$ cat src/rtl/id_ex_stage_if.sv
// id_ex_stage_if: ID-side inputs, forwarding/control inputs and EX-side outputs of the ID/EX register.
interface id_ex_stage_if #(
    parameter int DATA_WIDTH  = 32,
    parameter int ADDR_WIDTH  = 5,
    parameter int ALUOP_WIDTH = 8
);
    logic                   id_valid_i;
    logic [DATA_WIDTH-1:0]  id_pc_i;
    logic [ADDR_WIDTH-1:0]  id_reg1_raddr_i;
    logic [ADDR_WIDTH-1:0]  id_reg2_raddr_i;
    logic                   id_reg1_re_i;
    logic                   id_reg2_re_i;
    logic [DATA_WIDTH-1:0]  id_reg1_rdata_i;
    logic [DATA_WIDTH-1:0]  id_reg2_rdata_i;
    logic [DATA_WIDTH-1:0]  id_imm_i;
    logic                   id_use_imm_i;
    logic [ALUOP_WIDTH-1:0] id_alu_op_i;
    logic [ADDR_WIDTH-1:0]  id_reg_waddr_i;
    logic                   id_reg_we_i;
    logic                   id_is_load_i;
    logic                   fw_en1_i;
    logic                   fw_en2_i;
    logic [DATA_WIDTH-1:0]  fw_data1_i;
    logic [DATA_WIDTH-1:0]  fw_data2_i;
    logic                   flush_i;
    logic                   mem_stall_i;
    logic                   stall_req_o;
    logic                   ex_valid_o;
    logic [DATA_WIDTH-1:0]  ex_pc_o;
    logic [DATA_WIDTH-1:0]  ex_op1_o;
    logic [DATA_WIDTH-1:0]  ex_op2_o;
    logic [DATA_WIDTH-1:0]  ex_rs2_data_o;
    logic [ALUOP_WIDTH-1:0] ex_alu_op_o;
    logic [ADDR_WIDTH-1:0]  ex_reg_waddr_o;
    logic                   ex_reg_we_o;
    logic                   ex_is_load_o;
    logic [31:0]            bubble_cnt_o;

    modport master (
        output id_valid_i, id_pc_i, id_reg1_raddr_i, id_reg2_raddr_i, id_reg1_re_i, id_reg2_re_i,
               id_reg1_rdata_i, id_reg2_rdata_i, id_imm_i, id_use_imm_i, id_alu_op_i,
               id_reg_waddr_i, id_reg_we_i, id_is_load_i, fw_en1_i, fw_en2_i, fw_data1_i,
               fw_data2_i, flush_i, mem_stall_i,
        input  stall_req_o, ex_valid_o, ex_pc_o, ex_op1_o, ex_op2_o, ex_rs2_data_o, ex_alu_op_o,
               ex_reg_waddr_o, ex_reg_we_o, ex_is_load_o, bubble_cnt_o
    );

    modport slave (
        input  id_valid_i, id_pc_i, id_reg1_raddr_i, id_reg2_raddr_i, id_reg1_re_i, id_reg2_re_i,
               id_reg1_rdata_i, id_reg2_rdata_i, id_imm_i, id_use_imm_i, id_alu_op_i,
               id_reg_waddr_i, id_reg_we_i, id_is_load_i, fw_en1_i, fw_en2_i, fw_data1_i,
               fw_data2_i, flush_i, mem_stall_i,
        output stall_req_o, ex_valid_o, ex_pc_o, ex_op1_o, ex_op2_o, ex_rs2_data_o, ex_alu_op_o,
               ex_reg_waddr_o, ex_reg_we_o, ex_is_load_o, bubble_cnt_o
    );
endinterface

$ cat src/rtl/id_ex_stage.sv
// id_ex_stage: ID/EX pipeline register with operand build, load-use bubble and flush/stall handling.
// Defining ID_EX_BUBBLE_CNT_EN adds a saturating load-use bubble counter on bubble_cnt_o.
module id_ex_stage #(
    parameter int DATA_WIDTH  = 32,
    parameter int ADDR_WIDTH  = 5,
    parameter int ALUOP_WIDTH = 8
) (
    input logic         clk_i,
    input logic         rst_n_i,
    id_ex_stage_if.slave bus
);
    typedef struct packed {
        logic                   valid;
        logic [DATA_WIDTH-1:0]  pc;
        logic [DATA_WIDTH-1:0]  op1;
        logic [DATA_WIDTH-1:0]  op2;
        logic [DATA_WIDTH-1:0]  rs2_data;
        logic [ALUOP_WIDTH-1:0] alu_op;
        logic [ADDR_WIDTH-1:0]  reg_waddr;
        logic                   reg_we;
        logic                   is_load;
    } ex_t;

    logic [DATA_WIDTH-1:0] src1, src2;
    logic                  hit;
    ex_t                   cap, ex_d, ex_q;

    always_comb begin
        src1 = !bus.id_reg1_re_i ? '0 : bus.fw_en1_i ? bus.fw_data1_i :
               (bus.id_reg1_raddr_i == '0) ? '0 : bus.id_reg1_rdata_i;
        src2 = !bus.id_reg2_re_i ? '0 : bus.fw_en2_i ? bus.fw_data2_i :
               (bus.id_reg2_raddr_i == '0) ? '0 : bus.id_reg2_rdata_i;
        // a load in EX whose rd is read by ID cannot be forwarded until it reaches MEM
        hit = ex_q.valid & ex_q.is_load & ex_q.reg_we & (ex_q.reg_waddr != '0) & bus.id_valid_i &
              ((bus.id_reg1_re_i & (bus.id_reg1_raddr_i == ex_q.reg_waddr)) |
               (bus.id_reg2_re_i & (bus.id_reg2_raddr_i == ex_q.reg_waddr)));
        cap.valid     = bus.id_valid_i;
        cap.pc        = bus.id_pc_i;
        cap.op1       = src1;
        cap.op2       = bus.id_use_imm_i ? bus.id_imm_i : src2;
        cap.rs2_data  = src2;
        cap.alu_op    = bus.id_alu_op_i;
        cap.reg_waddr = bus.id_reg_waddr_i;
        cap.reg_we    = bus.id_valid_i & bus.id_reg_we_i;
        cap.is_load   = bus.id_valid_i & bus.id_is_load_i;
        ex_d = bus.mem_stall_i ? ex_q : (bus.flush_i | hit) ? ex_t'('0) : cap;
    end

    always_ff @(posedge clk_i or negedge rst_n_i) begin
        if (!rst_n_i) ex_q <= '0;
        else          ex_q <= ex_d;
    end

    assign bus.stall_req_o    = hit & !bus.flush_i;
    assign bus.ex_valid_o     = ex_q.valid;
    assign bus.ex_pc_o        = ex_q.pc;
    assign bus.ex_op1_o       = ex_q.op1;
    assign bus.ex_op2_o       = ex_q.op2;
    assign bus.ex_rs2_data_o  = ex_q.rs2_data;
    assign bus.ex_alu_op_o    = ex_q.alu_op;
    assign bus.ex_reg_waddr_o = ex_q.reg_waddr;
    assign bus.ex_reg_we_o    = ex_q.reg_we;
    assign bus.ex_is_load_o   = ex_q.is_load;

`ifdef ID_EX_BUBBLE_CNT_EN
    logic [31:0] bubble_cnt_d, bubble_cnt_q;

    always_comb
        bubble_cnt_d = (!bus.mem_stall_i & !bus.flush_i & hit & (bubble_cnt_q != '1)) ?
                       bubble_cnt_q + 32'd1 : bubble_cnt_q;

    always_ff @(posedge clk_i or negedge rst_n_i) begin
        if (!rst_n_i) bubble_cnt_q <= '0;
        else          bubble_cnt_q <= bubble_cnt_d;
    end

    assign bus.bubble_cnt_o = bubble_cnt_q;
`else
    assign bus.bubble_cnt_o = '0;
`endif
endmodule

$ cat src/flat_wrapper.sv
// flat-port wrapper written by rule: the top's interface ports become plain ports
module id_ex_stage_flat 
#(
    parameter int DATA_WIDTH  = 32,
    parameter int ADDR_WIDTH  = 5,
    parameter int ALUOP_WIDTH = 8
)
  (clk_i, rst_n_i, bus_id_valid_i, bus_id_pc_i, bus_id_reg1_raddr_i, bus_id_reg2_raddr_i, bus_id_reg1_re_i, bus_id_reg2_re_i, bus_id_reg1_rdata_i, bus_id_reg2_rdata_i, bus_id_imm_i, bus_id_use_imm_i, bus_id_alu_op_i, bus_id_reg_waddr_i, bus_id_reg_we_i, bus_id_is_load_i, bus_fw_en1_i, bus_fw_en2_i, bus_fw_data1_i, bus_fw_data2_i, bus_flush_i, bus_mem_stall_i, bus_stall_req_o, bus_ex_valid_o, bus_ex_pc_o, bus_ex_op1_o, bus_ex_op2_o, bus_ex_rs2_data_o, bus_ex_alu_op_o, bus_ex_reg_waddr_o, bus_ex_reg_we_o, bus_ex_is_load_o, bus_bubble_cnt_o);
  id_ex_stage_if #(.DATA_WIDTH(DATA_WIDTH), .ADDR_WIDTH(ADDR_WIDTH), .ALUOP_WIDTH(ALUOP_WIDTH)) bus_i ();
  input logic clk_i;
  input logic rst_n_i;
  input wire logic [$bits(bus_i.id_valid_i)-1:0] bus_id_valid_i;
  input wire logic [$bits(bus_i.id_pc_i)-1:0] bus_id_pc_i;
  input wire logic [$bits(bus_i.id_reg1_raddr_i)-1:0] bus_id_reg1_raddr_i;
  input wire logic [$bits(bus_i.id_reg2_raddr_i)-1:0] bus_id_reg2_raddr_i;
  input wire logic [$bits(bus_i.id_reg1_re_i)-1:0] bus_id_reg1_re_i;
  input wire logic [$bits(bus_i.id_reg2_re_i)-1:0] bus_id_reg2_re_i;
  input wire logic [$bits(bus_i.id_reg1_rdata_i)-1:0] bus_id_reg1_rdata_i;
  input wire logic [$bits(bus_i.id_reg2_rdata_i)-1:0] bus_id_reg2_rdata_i;
  input wire logic [$bits(bus_i.id_imm_i)-1:0] bus_id_imm_i;
  input wire logic [$bits(bus_i.id_use_imm_i)-1:0] bus_id_use_imm_i;
  input wire logic [$bits(bus_i.id_alu_op_i)-1:0] bus_id_alu_op_i;
  input wire logic [$bits(bus_i.id_reg_waddr_i)-1:0] bus_id_reg_waddr_i;
  input wire logic [$bits(bus_i.id_reg_we_i)-1:0] bus_id_reg_we_i;
  input wire logic [$bits(bus_i.id_is_load_i)-1:0] bus_id_is_load_i;
  input wire logic [$bits(bus_i.fw_en1_i)-1:0] bus_fw_en1_i;
  input wire logic [$bits(bus_i.fw_en2_i)-1:0] bus_fw_en2_i;
  input wire logic [$bits(bus_i.fw_data1_i)-1:0] bus_fw_data1_i;
  input wire logic [$bits(bus_i.fw_data2_i)-1:0] bus_fw_data2_i;
  input wire logic [$bits(bus_i.flush_i)-1:0] bus_flush_i;
  input wire logic [$bits(bus_i.mem_stall_i)-1:0] bus_mem_stall_i;
  output wire logic [$bits(bus_i.stall_req_o)-1:0] bus_stall_req_o;
  output wire logic [$bits(bus_i.ex_valid_o)-1:0] bus_ex_valid_o;
  output wire logic [$bits(bus_i.ex_pc_o)-1:0] bus_ex_pc_o;
  output wire logic [$bits(bus_i.ex_op1_o)-1:0] bus_ex_op1_o;
  output wire logic [$bits(bus_i.ex_op2_o)-1:0] bus_ex_op2_o;
  output wire logic [$bits(bus_i.ex_rs2_data_o)-1:0] bus_ex_rs2_data_o;
  output wire logic [$bits(bus_i.ex_alu_op_o)-1:0] bus_ex_alu_op_o;
  output wire logic [$bits(bus_i.ex_reg_waddr_o)-1:0] bus_ex_reg_waddr_o;
  output wire logic [$bits(bus_i.ex_reg_we_o)-1:0] bus_ex_reg_we_o;
  output wire logic [$bits(bus_i.ex_is_load_o)-1:0] bus_ex_is_load_o;
  output wire logic [$bits(bus_i.bubble_cnt_o)-1:0] bus_bubble_cnt_o;
  assign bus_i.id_valid_i = bus_id_valid_i;
  assign bus_i.id_pc_i = bus_id_pc_i;
  assign bus_i.id_reg1_raddr_i = bus_id_reg1_raddr_i;
  assign bus_i.id_reg2_raddr_i = bus_id_reg2_raddr_i;
  assign bus_i.id_reg1_re_i = bus_id_reg1_re_i;
  assign bus_i.id_reg2_re_i = bus_id_reg2_re_i;
  assign bus_i.id_reg1_rdata_i = bus_id_reg1_rdata_i;
  assign bus_i.id_reg2_rdata_i = bus_id_reg2_rdata_i;
  assign bus_i.id_imm_i = bus_id_imm_i;
  assign bus_i.id_use_imm_i = bus_id_use_imm_i;
  assign bus_i.id_alu_op_i = bus_id_alu_op_i;
  assign bus_i.id_reg_waddr_i = bus_id_reg_waddr_i;
  assign bus_i.id_reg_we_i = bus_id_reg_we_i;
  assign bus_i.id_is_load_i = bus_id_is_load_i;
  assign bus_i.fw_en1_i = bus_fw_en1_i;
  assign bus_i.fw_en2_i = bus_fw_en2_i;
  assign bus_i.fw_data1_i = bus_fw_data1_i;
  assign bus_i.fw_data2_i = bus_fw_data2_i;
  assign bus_i.flush_i = bus_flush_i;
  assign bus_i.mem_stall_i = bus_mem_stall_i;
  assign bus_stall_req_o = bus_i.stall_req_o;
  assign bus_ex_valid_o = bus_i.ex_valid_o;
  assign bus_ex_pc_o = bus_i.ex_pc_o;
  assign bus_ex_op1_o = bus_i.ex_op1_o;
  assign bus_ex_op2_o = bus_i.ex_op2_o;
  assign bus_ex_rs2_data_o = bus_i.ex_rs2_data_o;
  assign bus_ex_alu_op_o = bus_i.ex_alu_op_o;
  assign bus_ex_reg_waddr_o = bus_i.ex_reg_waddr_o;
  assign bus_ex_reg_we_o = bus_i.ex_reg_we_o;
  assign bus_ex_is_load_o = bus_i.ex_is_load_o;
  assign bus_bubble_cnt_o = bus_i.bubble_cnt_o;
  id_ex_stage #(.DATA_WIDTH(DATA_WIDTH), .ADDR_WIDTH(ADDR_WIDTH), .ALUOP_WIDTH(ALUOP_WIDTH)) u_core (.clk_i(clk_i), .rst_n_i(rst_n_i), .bus(bus_i));
endmodule
$ cat config.mk
export PLATFORM = sky130hd
export DESIGN_NAME = id_ex_stage_flat
export DESIGN_NICKNAME = d
export VERILOG_FILES = /design/src/rtl/id_ex_stage_if.sv /design/src/rtl/id_ex_stage.sv /design/src/flat_wrapper.sv
export SDC_FILE = /design/constraint.sdc
export NUM_CORES = 1
export LEC_CHECK = 0
export BUFFER_PORTS_ARGS = -buffer_cell sky130_fd_sc_hd__clkbuf_2
export CAP_MARGIN = 15
export CELL_PAD_IN_SITES_DETAIL_PLACEMENT = 0
export CELL_PAD_IN_SITES_GLOBAL_PLACEMENT = 1
export CORE_MARGIN = 4
export CORE_UTILIZATION = 29
export CTS_BUF_LIST = sky130_fd_sc_hd__clkbuf_8
export CTS_CLUSTER_SIZE = 12
export DETAILED_ROUTE_END_ITERATION = 7
export HOLD_SLACK_MARGIN = 0.08
export PLACE_DENSITY = 0.91
export SYNTH_ARGS = -nofsm -noshare
export SYNTH_HDL_FRONTEND = slang
export SYNTH_SLANG_ARGS = --single-unit
$ cat constraint.sdc
create_clock -name clk_i -period 1.93 [get_ports clk_i]
set_clock_uncertainty 0.15 [all_clocks]
set_input_delay 0.0965 -clock clk_i [delete_from_list [all_inputs] [get_ports clk_i]]
set_output_delay 0.0965 -clock clk_i [all_outputs]
set_load 0.005 [all_outputs]
==> impl_metrics.env, run 1 <==
export IMPL_worstMarginPinSlew_ps=763
export IMPL_io_buffers=371
export IMPL_r2r_cells=8
export IMPL_path_clk_slew_ps=90
export IMPL_status="finished with violations"
export IMPL_start_util=0.297
export IMPL_cts_tree="built"
export IMPL_cts_root_buf="clkbuf_8"
export IMPL_setup_slack_ps=-311
export IMPL_die_h_um=158
export IMPL_crit_path_max_incr_delay_ps=450
export IMPL_gr_usage_met2=0.374
export IMPL_p_sw_frac=0.288
export IMPL_multi_input_area_mm2=0.00288
export IMPL_syn_avg_cell_area_um2=10.6
export IMPL_maxSlewViolCount=0
export IMPL_grt_pass1_wl_um=41900
export IMPL_worstPathMaxFanout=32
export IMPL_worstSetupPathType="register to register"
export IMPL_start_kind="register"
export IMPL_io_pin_count=404
export IMPL_grt_use_met3=0.0601
export IMPL_slew_headroom=0.489
export IMPL_hold_viol=0
export IMPL_finalCriticalPeriod_ps=2240
export IMPL_syn_inst=621
export IMPL_ant_nets=0
export IMPL_via_count=7494
export IMPL_remaining_drc_errors=0
export IMPL_fin_util=0.547
export IMPL_cp_num_cells=8
export IMPL_fin_tns_setup_ps=-35920
export IMPL_p_per_area_mw_per_mm2=636
export IMPL_cp_required_ps=2130
export IMPL_finalSetupViolCount=145
export IMPL_seq_power_share=0.440
export IMPL_ir_worst_vdd_mv=0.332
export IMPL_grt_use_met1=0.242
export IMPL_worstSkewPairLatency_ps=440
export IMPL_wl_um=29800
export IMPL_power_switching_uw=2200
export IMPL_cpMostUsedCell="buf_4"
export IMPL_crit_arrival_ps=2440
export IMPL_nFillCells=1756
export IMPL_drive_gt1_frac=0.407
export IMPL_p_int_uw=5450
export IMPL_min_period_over_period=1.16
export IMPL_r2r_slack_ps=-310
export IMPL_wire_per_inst_um=19.5
export IMPL_grt_max_degree=161
export IMPL_ys_types=31
export IMPL_dieArea_mm2=0.0251
export IMPL_cts_path_max_buffers=2
export IMPL_reg2reg_to="u_core.bus.ex_op1_o[9]"
export IMPL_drtIter0Drc=405
export IMPL_top_usage_layer="met2"
export IMPL_die_w_um=158
export IMPL_synth_seq_cells=144
export IMPL_ys_warn_count=0
export IMPL_dp_cells=1265
export IMPL_max_cap_viol_count=0
export IMPL_yosysSeqAreaShare=0.550
export IMPL_path_buf_inv=4
export IMPL_antenna_found_initial=2
export IMPL_p_leak_uw=0.00614
export IMPL_power_frac_comb=0.240
export IMPL_startpoint="u_core.bus.ex_reg_waddr_o[4]"
export IMPL_worstPathCellList="buf_4 -> or4_4 -> o21ai_4 -> buf_4 -> buf_4 -> o2111ai_4 -> buf_12 -> o21ai_1"
export IMPL_first_global_vias=7732
export IMPL_overflow=0
export IMPL_cts_buffers=17
export IMPL_cts_sinks=144
export IMPL_slowest_stage="dfrtp_1"
export IMPL_dr_pass1_iters=5
export IMPL_regToRegStartpoint="u_core.bus.ex_reg_waddr_o[4]"
export IMPL_failed_checks="negative setup slack"
export IMPL_path_delay_family="buffers and inverters"
export IMPL_nets=1466
export IMPL_rows=54
export IMPL_core_mm2=0.0220
export IMPL_stdcell_count=1532
export IMPL_avgViaCountPerCell=4.89
export IMPL_max_clock_freq_ghz=0.446
export IMPL_endpoint="u_core.bus.ex_op1_o[9]"
export IMPL_p_total_uw=7650
export IMPL_pwr_share_clk=0.321
export IMPL_areaGrowthSynthToFinish_pct=83.7
export IMPL_ff_latch_area_mm2=0.00361
export IMPL_htree_levels=4
export IMPL_crit_path_end_kind="register"
export IMPL_hp_class="input pin to register"
export IMPL_place_gp_congestion=0.855
export IMPL_hpwlAfterDp_um=17700
export IMPL_grt_use_total=0.215
export IMPL_rsz0062_at_grt="yes"
export IMPL_syn_cell_area_mm2=0.00655
[layout make-up]
type | count | share of cell area
antenna | 1 | 0.000208
clock buffer | 19 | 0.0217
clock inverter | 12 | 0.0111
multi-input combinational | 430 | 0.239
sequential | 144 | 0.300
tap | 280 | 0.0291
timing repair buffer | 646 | 0.399
[timing repair]
item | 4_1_cts | 5_1_grt
setup endpoints to repair | 145 | 145
buffers inserted | 6 | 1
endpoints found under the hold margin | 288 | 0
gates cloned | 2 | 10
resized for setup | 43 | 34
pin swaps | 6 | 19
hold buffers | 216 | 0
[cell usage in the layout (no fill, tap or decap), types with 6 or more instances in the layout]
cell,netlist,layout
a21oi_1,31,15
a21oi_2,0,14
a221oi_1,16,16
a22o_1,47,47
buf_12,0,12
buf_4,33,32
buf_6,1,6
clkbuf_16,0,6
clkbuf_2,0,368
clkbuf_8,0,19
conb_1,1,32
dfrtp_1,144,141
dlygate4sd3_1,0,216
mux2i_1,64,64
nand2_1,97,97
nor2_1,33,33
o21ai_1,62,60
o21ai_2,1,16
[worst min path at each step]
stage / start / endpoint / slack, ps / cells after the start
after floorplan: rst_n_i / u_core.bus.ex_alu_op_o[0] / -350 / 0
after global placement: rst_n_i / u_core.bus.ex_op1_o[10] / -50 / 1
after detailed placement: rst_n_i / u_core.bus.ex_op1_o[19] / -40 / 1
after CTS: bus_fw_data2_i[18] / u_core.bus.ex_op2_o[18] / 90 / 5
after global routing: bus_fw_data2_i[18] / u_core.bus.ex_op2_o[18] / 110 / 5
final: bus_fw_data2_i[18] / u_core.bus.ex_op2_o[18] / 100 / 5
[kinds of logic after synthesis]
| kind of cell | synth area share |
|---|---|
| other cells | 0.000572 |
| flops | 0.550 |
| buf+inv | 0.0682 |
| simple gates | 0.0855 |
| mux | 0.0978 |
| compound gates | 0.185 |
| xor+xnor | 0.0134 |
[flip-flops by register name (all words and copies together), names as in the netlist, 5 cells and up]
name                       count
u_core.bus.ex_rs2_data_o      32
u_core.bus.ex_op2_o           32
u_core.bus.ex_pc_o            32
u_core.bus.ex_reg_waddr_o      5
u_core.bus.ex_alu_op_o         8
u_core.bus.ex_op1_o           32
[worst reg2reg max path: stages (launching register included)]
cell and delay, ps:
dfrtp_1 450, buf_4 160, or4_4 430, o21ai_4 160, buf_4 160, buf_4 120
o2111ai_4 120, buf_12 220, o21ai_1 180
[synth_stat cells, drive strengths merged]
cell type | number | share of area
nand2 | 97 | 0.056
a22o | 47 | 0.063
dfrtp | 144 | 0.55
nor4 | 3 | 0.0038
buf | 49 | 0.051
or4 | 2 | 0.0023
and2 | 1 | 0.00096
a21oi | 31 | 0.024
clkbuf | 30 | 0.017
nor3 | 1 | 0.00076
nor2b | 1 | 0.00096
o31ai | 1 | 0.0032
a32o | 2 | 0.0031
mux2i | 64 | 0.098
o21ai | 82 | 0.063
a32oi | 1 | 0.0025
xnor2 | 2 | 0.0027
and4 | 1 | 0.0013
nor2 | 33 | 0.019
o2111ai | 2 | 0.0036
xor2 | 8 | 0.011
a221oi | 16 | 0.021
or3 | 1 | 0.00096
o21a | 1 | 0.0011
conb | 1 | 0.00057
[metrics by stage]
stage,worst slack [ps],cell area (um2),hold slack [ps]
6_report,-311,12000,98.8
3_3_place_gp,-176,8900,-51.1
4_1_cts,-343,11700,88.6
3_5_place_dp,-282,8900,-40.4
5_1_grt,-378,12000,111
2_1_floorplan,-31.5,6680,-349
[power by group through the flow]
| stage | logic (uW) | clock network (uW) | registers [uW] |
|---|---|---|---|
| CTS | 1700 | 2510 | 3350 |
| finish | 1840 | 2450 | 3360 |
| global placement | 1210 | 0 | 3400 |
| floorplan | 521 | 0 | 3410 |
| detailed placement | 1240 | 0 | 3400 |
| global route | 1970 | 2640 | 3380 |
[metal layers]
layer  up-vias  share of wire
met5         -         0.0010
met4         4          0.039
met3        75          0.090
met2       469           0.50
met1      3573           0.37
li1       3373              -
(Power assumes the default switching activity.)
==> run 2, diff against run 1 <==
- CTS_BUF_LIST: sky130_fd_sc_hd__clkbuf_8 -> sky130_fd_sc_hd__clkbuf_4 sky130_fd_sc_hd__clkbuf_8
==> impl_metrics.env, run 2 (same netlist as run 1, synthesis figures left out) <==
export IMPL_layout_commonest_cell="clkbuf_2"
export IMPL_maxSlewViolCount=0
export IMPL_path_clk_slew_ps=90
export IMPL_worstMarginPinSlew_ps=825
export IMPL_nFillCells=1746
export IMPL_slew_headroom=0.450
export IMPL_hold_viol=0
export IMPL_worstSetupPathType="register to register"
export IMPL_wl_um=29900
export IMPL_p_leak_uw=0.00617
export IMPL_final_cell_mix="clkbuf_2, dlygate4sd3_1, dfrtp_1, nand2_1, mux2i_1"
export IMPL_grt_max_degree=161
export IMPL_crit_path_end_kind="register"
export IMPL_whs_ps=71.6
export IMPL_cp_required_ps=2110
export IMPL_p_total_uw=7720
export IMPL_core_mm2=0.0220
export IMPL_dr_pass1_iters=6
export IMPL_drive_gt1_frac=0.418
export IMPL_remaining_drc_errors=0
export IMPL_dieArea_mm2=0.0251
export IMPL_grt_pass1_wl_um=41900
export IMPL_drtIter0Drc=526
export IMPL_htree_levels=4
export IMPL_io_pin_count=404
export IMPL_worstPathMaxFanout=9
export IMPL_wire_per_inst_um=19.5
export IMPL_cts_tree="built"
export IMPL_grt_use_total=0.215
export IMPL_ant_nets=0
export IMPL_via_count=7555
export IMPL_ir_worst_vdd_mv=0.344
export IMPL_max_cap_viol_count=0
export IMPL_cts_root_buf="clkbuf_8"
export IMPL_hp_class="input pin to register"
export IMPL_die_w_um=158
export IMPL_antenna_found_initial=1
export IMPL_start_util=0.297
export IMPL_rsz0062_at_grt="yes"
export IMPL_status="finished with violations"
export IMPL_finalSetupViolCount=145
export IMPL_cts_path_max_buffers=2
export IMPL_rows=54
export IMPL_avgViaCountPerCell=4.93
export IMPL_start_kind="register"
export IMPL_stdcell_count=1532
export IMPL_hpwlAfterDp_um=17700
export IMPL_dp_cells=1265
export IMPL_p_per_area_mw_per_mm2=639
export IMPL_areaGrowthSynthToFinish_pct=84.4
export IMPL_min_period_over_period=1.17
export IMPL_cts_buffers=17
export IMPL_nets=1466
export IMPL_cts_sinks=144
export IMPL_failed_checks="negative setup slack"
export IMPL_setup_slack_ps=-324
export IMPL_overflow=0
export IMPL_max_clock_freq_ghz=0.444
export IMPL_fin_util=0.549
export IMPL_die_h_um=158
export IMPL_worstSkewPairLatency_ps=440
export IMPL_place_gp_congestion=0.855
export IMPL_r2r_slack_ps=-320
export IMPL_finalCriticalPeriod_ps=2250
export IMPL_first_global_vias=7768
export IMPL_io_buffers=371
export IMPL_crit_arrival_ps=2430
## run 2: layout make-up
| class | count | area [um2] | area share |
|---|---|---|---|
| diodes | 1 | 2.50 | 0.000207 |
| clock buffers | 21 | 277 | 0.0229 |
| clock inverters | 10 | 126 | 0.0105 |
| multi-input cells | 429 | 2900 | 0.240 |
| flip-flops and latches | 144 | 3610 | 0.298 |
| well taps | 280 | 350 | 0.0290 |
| repair buffers | 647 | 4820 | 0.399 |
## run 2: path summary, 6_finish.rpt
kind,startpoint,to,depth (start not counted)
max in group asynchronous,rst_n_i,u_core.bus.ex_rs2_data_o[3],4
worst max-delay path,u_core.bus.ex_reg_waddr_o[4],u_core.bus.ex_is_load_o,7
worst min register to register,u_core.bus.ex_op2_o[3],u_core.bus.ex_op2_o[3],2
worst min-delay path,bus_fw_data2_i[18],u_core.bus.ex_op2_o[18],5
min in group asynchronous,rst_n_i,u_core.bus.ex_op1_o[10],3
worst max register to register,u_core.bus.ex_reg_waddr_o[4],u_core.bus.ex_is_load_o,7
## run 2: per-stage QoR
stage	setup WS (ps)	setup TNS [ps]	cell area, um2
final	-324	-37370	12100
after global routing	-375	-45650	12100
after CTS	-344	-37310	11700
after detailed placement	-282	-27270	8900
after global placement	-176	-15310	8900
after floorplan	-31.5	-316	6680
## run 2: repair_timing
item | in CTS | in global routing
setup buffers | 6 | 1
hold buffers | 217 | 0
pin swaps | 6 | 19
endpoints found under the setup margin | 145 | 145
gates cloned | 2 | 9
hold endpoints to repair | 288 | 0
resized for setup | 43 | 48
## run 2: critical path, cell delays in order, from the launching register on
cell	delay, ps
dfrtp_1	450
xor2_1	180
nor4_1	370
a32oi_2	110
buf_4	180
o21a_4	280
buf_12	170
a32o_1	250
## run 2: routing by layer
| layer | share of wire | routed length (um) | GRT usage |
|---|---|---|---|
| met1 | 0.37 | 11100 | 0.239 |
| met2 | 0.50 | 15100 | 0.376 |
| met3 | 0.085 | 2540 | 0.0617 |
| met4 | 0.042 | 1270 | 0.106 |
| met5 | 0 | 0 | 0 |
## run 2: where the power goes
group,switching (uW),internal [uW],total (uW),leakage [uW]
combinational,830,1020,1850,0.00405
clock,1250,1260,2510,0.000197
sequential,148,3220,3370,0.00192
